===== config.mk =====
export PLATFORM = sky130hd
export DESIGN_NAME = add_accum16
export DESIGN_NICKNAME = d
export VERILOG_FILES = /design/src/rtl/add_accum16_pkg.sv /design/src/rtl/fulladd16.sv /design/src/rtl/add_accum16.sv
export SDC_FILE = /design/constraint.sdc
export NUM_CORES = 1
export LEC_CHECK = 0
export BUFFER_PORTS_ARGS = -buffer_cell sky130_fd_sc_hd__buf_2
export CELL_PAD_IN_SITES_DETAIL_PLACEMENT = 1
export CELL_PAD_IN_SITES_GLOBAL_PLACEMENT = 1
export CORE_MARGIN = 1
export CORE_UTILIZATION = 38
export DETAILED_ROUTE_END_ITERATION = 12
export PLACE_DENSITY = 0.83
export SKIP_CTS_REPAIR_TIMING = 1
export SLEW_MARGIN = 25
export SYNTH_ARGS = -nofsm -noshare
export SYNTH_HDL_FRONTEND = slang
export SYNTH_SLANG_ARGS = --single-unit

===== constraint.sdc =====
create_clock -name i_clk -period 7.96 [get_ports i_clk]
set_input_delay 1.592 -clock i_clk [delete_from_list [all_inputs] [get_ports i_clk]]
set_output_delay 1.592 -clock i_clk [all_outputs]
set_load 0.1 [all_outputs]

===== src/rtl/add_accum16_pkg.sv =====
// Shared constants and state encoding for the add_accum16 frame summer.
package add_accum16_pkg;

  localparam int DATA_W = 16;

  localparam logic [DATA_W-1:0] SAT_VAL = 16'hFFFF;

  typedef enum logic [1:0] {
    ST_IDLE  = 2'd0,
    ST_ACCUM = 2'd1,
    ST_DONE  = 2'd2
  } state_t;

endpackage


===== src/rtl/fulladd16.sv =====
// 16-bit ripple-carry adder built from single-bit full-adder cells.
module fulladd16 (
  input  logic [15:0] a,
  input  logic [15:0] b,
  input  logic        c_in,
  output logic [15:0] sum,
  output logic        c_out
);

  logic [16:0] w_c;

  assign w_c[0] = c_in;

  // One full-adder cell per bit; carry ripples LSB to MSB.
  for (genvar g = 0; g < 16; g++) begin : g_bit
    assign sum[g]    = a[g] ^ b[g] ^ w_c[g];
    assign w_c[g+1]  = (a[g] & b[g]) | (w_c[g] & (a[g] ^ b[g]));
  end

  assign c_out = w_c[16];

endmodule


===== src/rtl/add_accum16.sv =====
// Framed multi-operand accumulator around one fulladd16.
// Optional build macro ADD_ACCUM16_SAT_EN: sum clamps to 16'hFFFF on overflow
// (default: 16-bit wrap-around).
module add_accum16
  import add_accum16_pkg::*;
#(
  parameter int CNT_W = 8
) (
  input  logic              i_clk,
  input  logic              i_rst,
  input  logic              i_clear,
  input  logic              i_in_valid,
  output logic              o_in_ready,
  input  logic [DATA_W-1:0] i_in_data,
  input  logic              i_in_last,
  output logic              o_out_valid,
  input  logic              i_out_ready,
  output logic [DATA_W-1:0] o_out_sum,
  output logic              o_out_carry,
  output logic [CNT_W-1:0]  o_out_count
);

  state_t              r_state;
  logic [DATA_W-1:0]   r_acc;
  logic                r_carry;
  logic [CNT_W-1:0]    r_count;

  logic [DATA_W-1:0]   w_sum;
  logic                w_c_out;
  logic [DATA_W-1:0]   w_acc_nxt;
  logic                w_beat;

  fulladd16 u_fulladd16 (
    .a     (r_acc),
    .b     (i_in_data),
    .c_in  (1'b0),
    .sum   (w_sum),
    .c_out (w_c_out)
  );

`ifdef ADD_ACCUM16_SAT_EN
  // Clamp on overflow; once at SAT_VAL any further add either carries again
  // or adds zero, so the value sticks for the rest of the frame.
  assign w_acc_nxt = w_c_out ? SAT_VAL : w_sum;
`else
  assign w_acc_nxt = w_sum;
`endif

  // Ready is pure state decode, so it never depends on i_in_valid.
  assign o_in_ready  = (r_state != ST_DONE);
  assign o_out_valid = (r_state == ST_DONE);
  assign o_out_sum   = r_acc;
  assign o_out_carry = r_carry;
  assign o_out_count = r_count;

  assign w_beat = i_in_valid && o_in_ready;

  // Frame FSM plus accumulator/carry/counter; clear wins over everything.
  always_ff @(posedge i_clk or posedge i_rst) begin
    if (i_rst) begin
      r_state <= ST_IDLE;
      r_acc   <= '0;
      r_carry <= 1'b0;
      r_count <= '0;
    end else if (i_clear) begin
      r_state <= ST_IDLE;
      r_acc   <= '0;
      r_carry <= 1'b0;
      r_count <= '0;
    end else begin
      case (r_state)
        ST_IDLE, ST_ACCUM: begin
          if (w_beat) begin
            r_acc   <= w_acc_nxt;
            r_carry <= r_carry | w_c_out;
            if (!(&r_count)) r_count <= r_count + CNT_W'(1);
            r_state <= i_in_last ? ST_DONE : ST_ACCUM;
          end
        end
        ST_DONE: begin
          if (i_out_ready) begin
            r_state <= ST_IDLE;
            r_acc   <= '0;
            r_carry <= 1'b0;
            r_count <= '0;
          end
        end
        default: r_state <= ST_IDLE;
      endcase
    end
  end

endmodule

[Word level (Yosys, flattened, before mapping)]
Cells that the tools add are included.
Cells by class
  eq/ne operators: 6
  reduce and logical (&&, ||, !) cells: 8
  mux-type cells: 18
  bitwise operators: 78
  $add $sub $neg: 1
Operators by type and width (number)
  $mux 16: 3
  $mux 8: 4
  $pmux 16 s2: 1
  $and 1x1->1: 31
  $xor 1x1->1: 31
  $or 1x1->1: 16
  $pmux 8 s2: 1
  $add 8x1->8 const B: 1
  $mux 2: 4
  $reduce_and 8->1: 1
  $ne 3x3->1 const B: 2
  $pmux 2 s2: 1
  $reduce_and 4->1: 1
  $mux 1: 3
  $ne 3x2->1 const B: 1
  $reduce_and 3->1: 1
  $reduce_bool 3->1: 1
  $eq 2x1->1 const B: 1
  $eq 2x2->1 const B: 1
  $logic_not 2->1: 1
  $ne 2x2->1 const B: 1
  $pmux 1 s2: 1
  $reduce_and 2->1: 1
  $reduce_or 2->1: 1
  $logic_and 1x1->1: 1
Word-level totals
  word-level logic and storage cells: 115
  bits in registers: 27
  output and inout bits: 27
  bits of input ports: 22

[Longest topological paths before layout]
Gate-level depths: netlist of run 1.
  depth in word-level cells: 35
  mapped depth: 20
  gate-level depth less buffers: 20

[Modules after synthesis]
A second synthesis of run 1 with hierarchy kept.
Second synthesis, totals
  cells, all modules: 162
  area, all modules: 1604.0 um2
By module, submodules not included
  add_accum16: sequential area each 675.6 um2, cells each 136, instances 1, area each 1246.2 um2
  fulladd16: sequential area each 0.0 um2, cells each 26, instances 1, area each 357.8 um2

[Worst setup path before layout of run 1]
OpenSTA, ideal clock, no wires.
  kind: input to register
  start: input i_in_data[0]
  end: register r_acc[15] (netlist: o_out_sum[15])
  buffers on the path: 0
  stages: 19
  setup time: 0.122 ns
  slack: 0.556 ns
  arrival time: 7.282 ns
  cells stage by stage: ha_1 -> inv_1 -> fa_1 -> fa_1 -> fa_1 -> fa_1 -> fa_1 -> fa_1 -> fa_1 -> fa_1 -> fa_1 -> fa_1 -> fa_1 -> fa_1 -> inv_1 -> fa_1 -> fa_1 -> fa_1 -> a22o_1
Between the ends
  longest elaborated chain between the ends: 33
Ends and longest elaborated chain
  start, declared: line add_accum16.sv:14  | input logic [DATA_W-1:0] i_in_data,
  $and 1x1->1 (2 in series): line fulladd16.sv:17  | assign w_c[g+1] = (a[g] & b[g]) | (w_c[g] & (a[g] ^ b[g]));
  $or 1x1->1: line fulladd16.sv:17
  $and 1x1->1: line fulladd16.sv:17
  $or 1x1->1: line fulladd16.sv:17
  $and 1x1->1: line fulladd16.sv:17
  $or 1x1->1: line fulladd16.sv:17
  $and 1x1->1: line fulladd16.sv:17
  $or 1x1->1: line fulladd16.sv:17
  (+16 left out)
  $and 1x1->1: line fulladd16.sv:17
  $or 1x1->1: line fulladd16.sv:17
  $and 1x1->1: line fulladd16.sv:17
  $or 1x1->1: line fulladd16.sv:17
  $xor 1x1->1: line fulladd16.sv:16  | assign sum[g] = a[g] ^ b[g] ^ w_c[g];
  $mux 16: line add_accum16.sv:73  | if (w_beat) begin
  $pmux 16 s2: line add_accum16.sv:71  | case (r_state)
  $mux 16: line add_accum16.sv:65  | end else if (i_clear) begin
  end signal, assigned: line add_accum16.sv:74  | r_acc <= w_acc_nxt;
  end, declared: line add_accum16.sv:24  | logic [DATA_W-1:0] r_acc;
No other way between the ends. The select of a mux whose other input is x is not followed.
A chain may end at the register's enable or synchronous reset.

[Final worst setup path of run 1]
Ends and elaborated chain as after synthesis.

==> metrics.yaml, run 1 <==
p_total_mw: 0.429
area.growth.synth_to_final_pct: 20.1
ys_seq_elements: 27
synth_edf_count: 0
holdCritPathClass: "flop to flop"
hpwl_mm: 2.79
worst_slew_pin_slew_ns: 0.898
netlist_top_cells_area: "dfrtp_1 (42%), fa_1 (19%), inv_1 (7.2%)"
powerDensity_nw_per_um2: 222
r2r_setup_slack_ns: 1.54
p_leak_nw: 0.969
setup_viol: 0
cts-htree-levels: 1
ir_drop_uv: 67.9
clk_pin_slew_ns: 0.09
antenna_found_initial: 0
ys_types: 36
crit_chain: "buf_2 -> ha_1 -> inv_1 -> fa_1 -> fa_1 -> fa_1 -> fa_1 -> fa_1 -> fa_1 -> fa_1 -> fa_1 -> fa_1 -> fa_1 -> fa_1 -> fa_1 -> inv_1 -> fa_1 -> fa_1 -> fa_1 -> a22o_1"
io_buffers: 48
setup_tns_ns: 0
wl_mm: 3.55
syn_nets: 198
crit_type: "input pin to flop"
grt-ovfl-total: 0
first_global_vias: 1339
synthTopCellsByCount: "inv_1 (31), dfrtp_1 (27), nand2_1 (19)"
outcome: "completed"
period_share: 0.930
synth.avg_cell_area_um2: 10.1
worst_setup_path_start_kind: "input pin"
cp_slowest_cell: "fa_1"
cts_sinks: 27
seq_area_frac_synth: 0.420
cts_buffer_depth: 2
worstSkewPairLatency_ns: 0.27
cp_max_fo: 1
post-route-drc-count: 0
first_pass_iters: 4
grt_first_pass_wirelength_mm: 6.13
async_flop_share: 1.00
cts-root-buf: "clkbuf_8"
grt_max_degree: 28
via_per_inst: 4.98
slew_headroom: 0.399
syn-instance-count: 159
coreArea_um2: 4030
wl_per_cell_um: 13.9
fillers: 498
required_ns: 8.12
hold_violations: 0
yosys.area.top_type: "dfrtp_1"
multi_input_area_um2: 786
drt_iter0_markers: 39
drv_slew: 0
placed_cells: 252
ys.flop_type: "dfrtp_1"
fin_cells: 256
synth_top_area_share: 0.420
skew_ns: 0.00519
io_pins: 49
rsz0062_at_grt: "no"
yosysWarnings: 0
syn-cell-area_um2: 1610
ant_nets: 0
nets: 246
cts_tree: "built"
yosysMostFrequentCell: "inv_1"
max_freq_ghz: 0.135
cts_buffers: 3
via_count: 1276
track_usage: 0.183
diodes: 0
dieArea_um2: 4500
register_area_um2: 676
fp.dieW_um: 67.1
cp.arrival_ns: 7.57
gp_congestion: 0.740
endpoint_kind: "flop"
die_h_um: 67.1
slowest_delay_ns: 0.41
cap_viol_max_count: 0
rows: 23
period_minus_slack_ns: 7.40
start_util: 0.399
layout-drive-gt1-share: 0.291
cpMostUsedCell: "fa_1"
==> cells in the final DEF (no fill, tap or decap), types with 2 or more instances in the layout <==
cell,instances
fa_1,15
buf_2,48
o21ai_0,16
clkbuf_8,3
ha_1,2
a31oi_1,3
a22o_1,4
nor3_1,3
nand2_1,19
inv_1,30
nand3_1,4
a21oi_1,4
dfrtp_1,27
nor2_1,5
==> cells by family (layout without fill, tap and decap cells) <==
logic type / after synthesis / in the layout / synth area share
adders and majority gates: 17 / 17 / 0.202
muxes: 1 / 1 / 0.00622
buffers and inverters: 37 / 84 / 0.0918
DFF: 27 / 27 / 0.420
and+or+nand+nor: 40 / 40 / 0.124
AOI/OAI and AO/OA: 37 / 37 / 0.156
==> flip-flops by register name, indices dropped and copies added, names as in the netlist <==
| register | count |
|---|---|
| o_out_carry | 1 |
| o_out_count | 8 |
| o_out_sum | 16 |
| r_state | 2 |
==> layer usage <==
| metal | vias up | GRT usage | share of wire |
|---|---|---|---|
| li1 | 605 | - | - |
| met1 | 633 | 0.246 | 0.46 |
| met2 | 36 | 0.303 | 0.48 |
| met3 | 2 | 0.0274 | 0.052 |
| met4 | 0 | 0.0479 | 0.0062 |
| met5 | - | 0 | 0 |
==> worst paths after layout <==
| kind | start | cells past startpoint | end |
|---|---|---|---|
| hold reg to reg | o_out_sum[5] | 2 | o_out_sum[5] |
| setup reg to reg | o_out_sum[0] | 19 | o_out_sum[15] |
| min in group asynchronous | i_rst | 2 | o_out_count[3] |
| hold / removal | o_out_sum[5] | 2 | o_out_sum[5] |
| max in group asynchronous | i_rst | 2 | o_out_count[1] |
| setup / recovery | i_in_data[0] | 20 | o_out_sum[15] |
==> metrics by stage <==
step	cell area (µm²)	hold slack, ns	setup WS [ns]	util
floorplan	1610	0.518	0.556	-
global placement	1890	0.482	0.392	0.468
detailed placement	1890	0.507	0.223	0.468
CTS	1930	0.530	0.532	0.480
global route	1930	0.566	0.361	0.480
finish	1930	0.525	0.556	0.480
==> worst max-delay path, delay by kind of cell <==
family	cells	cell delay [ns]
adder cells (fa/ha/maj)	16	5.57
buffers and inverters	3	0.19
AO/OA/AOI/OAI	1	0.20
==> cell type report <==
| cell class | count | share of cell area |
|---|---|---|
| repair buffers | 48 | 0.124 |
| flip-flops and latches | 27 | 0.350 |
| clock buffers | 4 | 0.0233 |
| inverters | 32 | 0.0635 |
| multi-input cells | 95 | 0.407 |
| well taps | 50 | 0.0324 |
==> report_power, final <==
group          internal [mW]  switching (mW)
registers              0.151          0.0134
logic                 0.0379           0.149
clock network         0.0358          0.0420
total                  0.225           0.204
No activity file was read; power rests on OpenSTA's default activity.
==> run 2, diff against run 1 <==
Clock period 7.96 ns to 8 ns, I/O delays scaled along.
==> run 2 against run 1 <==
  * Critical path depth unchanged
  * Register-to-register slack better by 0.03 ns
  * Clock skew hardly changed
  * Largest power group unchanged
  * Via count grew 1.9%
==> metrics.yaml, run 2 (synthesis results as in run 1) <==
cts-htree-levels: 1  # unchanged
mostFrequentLayoutCells: "buf_2 (48), inv_1 (30), dfrtp_1 (27)"  # unchanged
worst_setup_path_start_kind: "input pin"  # unchanged
largest_register_ffs: 16  # unchanged
p_leak_nw: 0.971  # was 0.969 nW
area.growth.synth_to_final_pct: 20.1  # about the same
slowest_delay_ns: 0.40  # was 0.41 ns
skew_ns: 0.00487  # was 0.00519 ns
nets: 246  # unchanged
swShare: 0.481  # was 0.476
cpMostUsedCell: "fa_1"  # unchanged
ir_drop_uv: 79.0  # was 67.9 µV
setup_viol: 0  # unchanged
worst_slew_pin_slew_ns: 0.909  # was 0.898 ns
max_freq_ghz: 0.135
cts_buffers: 3  # unchanged
r2r_setup_slack_ns: 1.57  # was 1.54 ns
track_usage: 0.188  # was 0.183
first_global_vias: 1421  # was 1339
cp_max_fo: 1  # unchanged
wl_per_cell_um: 14.5  # was 13.9 µm
cap_viol_max_count: 0  # unchanged
crit_chain: "buf_2 -> ha_1 -> inv_1 -> fa_1 -> fa_1 -> fa_1 -> fa_1 -> fa_1 -> fa_1 -> fa_1 -> fa_1 -> fa_1 -> fa_1 -> fa_1 -> fa_1 -> inv_1 -> fa_1 -> fa_1 -> fa_1 -> a22o_1"  # unchanged
io_buffers: 48  # unchanged
period_share: 0.927
critical_path_buf_inv_count: 3  # unchanged
grt-ovfl-total: 0  # unchanged
slew_headroom: 0.392  # was 0.399
cts_tree: "built"  # unchanged
hpwl_mm: 2.87  # was 2.79 mm
cp.arrival_ns: 7.59  # was 7.57 ns
diodes: 0  # unchanged
clk_pin_slew_ns: 0.10  # was 0.09 ns
cp_top_family: "adder cells"  # unchanged
setup_tns_ns: 0  # unchanged
hold_violations: 0  # unchanged
cp_slowest_cell: "fa_1"  # unchanged
required_ns: 8.17  # was 8.12 ns
period_minus_slack_ns: 7.42
via_per_inst: 5.08  # was 4.98
p_seq_frac: 0.380  # was 0.384
gp_congestion: 0.740  # about the same
grt_max_degree: 28  # unchanged
dieArea_um2: 4500  # unchanged
cts-root-buf: "clkbuf_8"  # unchanged
holdCritPathClass: "flop to flop"  # unchanged
via_count: 1300  # was 1276
powerDensity_nw_per_um2: 223  # was 222 nW/µm²
start_util: 0.399  # unchanged
final_common_cell: "buf_2"  # unchanged
pwr-share-comb: 0.433  # was 0.435
outcome: "completed"  # unchanged
cts_buffer_depth: 2  # unchanged
rows: 23  # unchanged
drv_slew: 0  # unchanged
antenna_found_initial: 0  # unchanged
p_switching_mw: 0.207  # was 0.204 mW
dp_slack_ns: 0.263  # was 0.223 ns
rsz0062_at_grt: "no"  # unchanged
internal_power_mw: 0.223  # was 0.225 mW
setup_slack_ns: 0.581  # was 0.556 ns
die_h_um: 67.1  # unchanged
post-route-drc-count: 0  # unchanged
io_pins: 49  # unchanged
drt_iter0_markers: 39  # unchanged
first_pass_iters: 4  # unchanged
endpoint_kind: "flop"  # unchanged
ant_nets: 0  # unchanged
coreArea_um2: 4030  # unchanged
fp.dieW_um: 67.1  # unchanged
grt_first_pass_wirelength_mm: 6.30  # was 6.13 mm
clock_power_share: 0.187  # was 0.181
worstSkewPairLatency_ns: 0.27  # about the same
wl_mm: 3.71  # was 3.55 mm
layout-drive-gt1-share: 0.296  # was 0.291
cts_sinks: 27  # unchanged
fillers: 490  # was 498
crit_type: "input pin to flop"  # unchanged
==> run 2: cell types whose count changed in the layout (fill, tap and decap cells not counted), sizes merged <==
cell	before	now
clkbuf	4	3
clkinv	0	1
==> run 2: per-stage QoR <==
step | hold WS (ns) | utilization | instance area, µm² | cells | total power [mW]
final | 0.527 | 0.480 | 1930 | 256 | 0.430
after global routing | 0.569 | 0.480 | 1930 | 256 | 0.453
after CTS | 0.533 | 0.480 | 1930 | 256 | 0.434
after detailed placement | 0.510 | 0.468 | 1890 | 252 | 0.354
after global placement | 0.483 | 0.468 | 1890 | 252 | 0.349
after floorplan | 0.518 | - | 1610 | 159 | 0.314
==> run 2: final timing paths <==
kind,from,endpoint,depth (start not counted)
worst max-delay path,i_in_data[0],o_out_sum[15],20
worst min-delay path,o_out_sum[7],o_out_sum[7],2
max in group asynchronous,i_rst,o_out_sum[6],2
worst min register to register,o_out_sum[7],o_out_sum[7],2
min in group asynchronous,i_rst,o_out_count[3],2
worst max register to register,o_out_sum[0],o_out_sum[15],19
==> run 2: power groups by stage <==
stage                     Combinational, mW  Clock (mW)  Sequential (mW)
after floorplan                      0.0521           0            0.262
after global placement                0.183           0            0.166
after detailed placement              0.187           0            0.167
after CTS                             0.188      0.0815            0.164
after global routing                  0.202      0.0857            0.166
final                                 0.186      0.0803            0.164
==> run 2: routing by layer <==
metal,part of all wire,vias to the layer above,global-route usage
met5,0,-,0
met4,0.0097,0,0.0479
met3,0.044,4,0.0223
met2,0.50,37,0.335
met1,0.45,650,0.238
li1,-,609,-
==> run 2: cell type report <==
type / count / area [µm²] / share of cell area
tap: 50 / 62.6 / 0.0324
sequential: 27 / 676 / 0.350
multi-input combinational: 95 / 786 / 0.406
clock buffer: 3 / 41.3 / 0.0214
clock inverter: 1 / 5.00 / 0.00259
inverter: 32 / 123 / 0.0634
timing repair buffer: 48 / 240 / 0.124
==> run 2: worst min-delay path: cells and delay by family, from the launching register on <==
family	cells	cell delay, ns
AND/OR/NAND/NOR	1	0.06
flip-flops	1	0.38
AO/OA/AOI/OAI	1	0.06
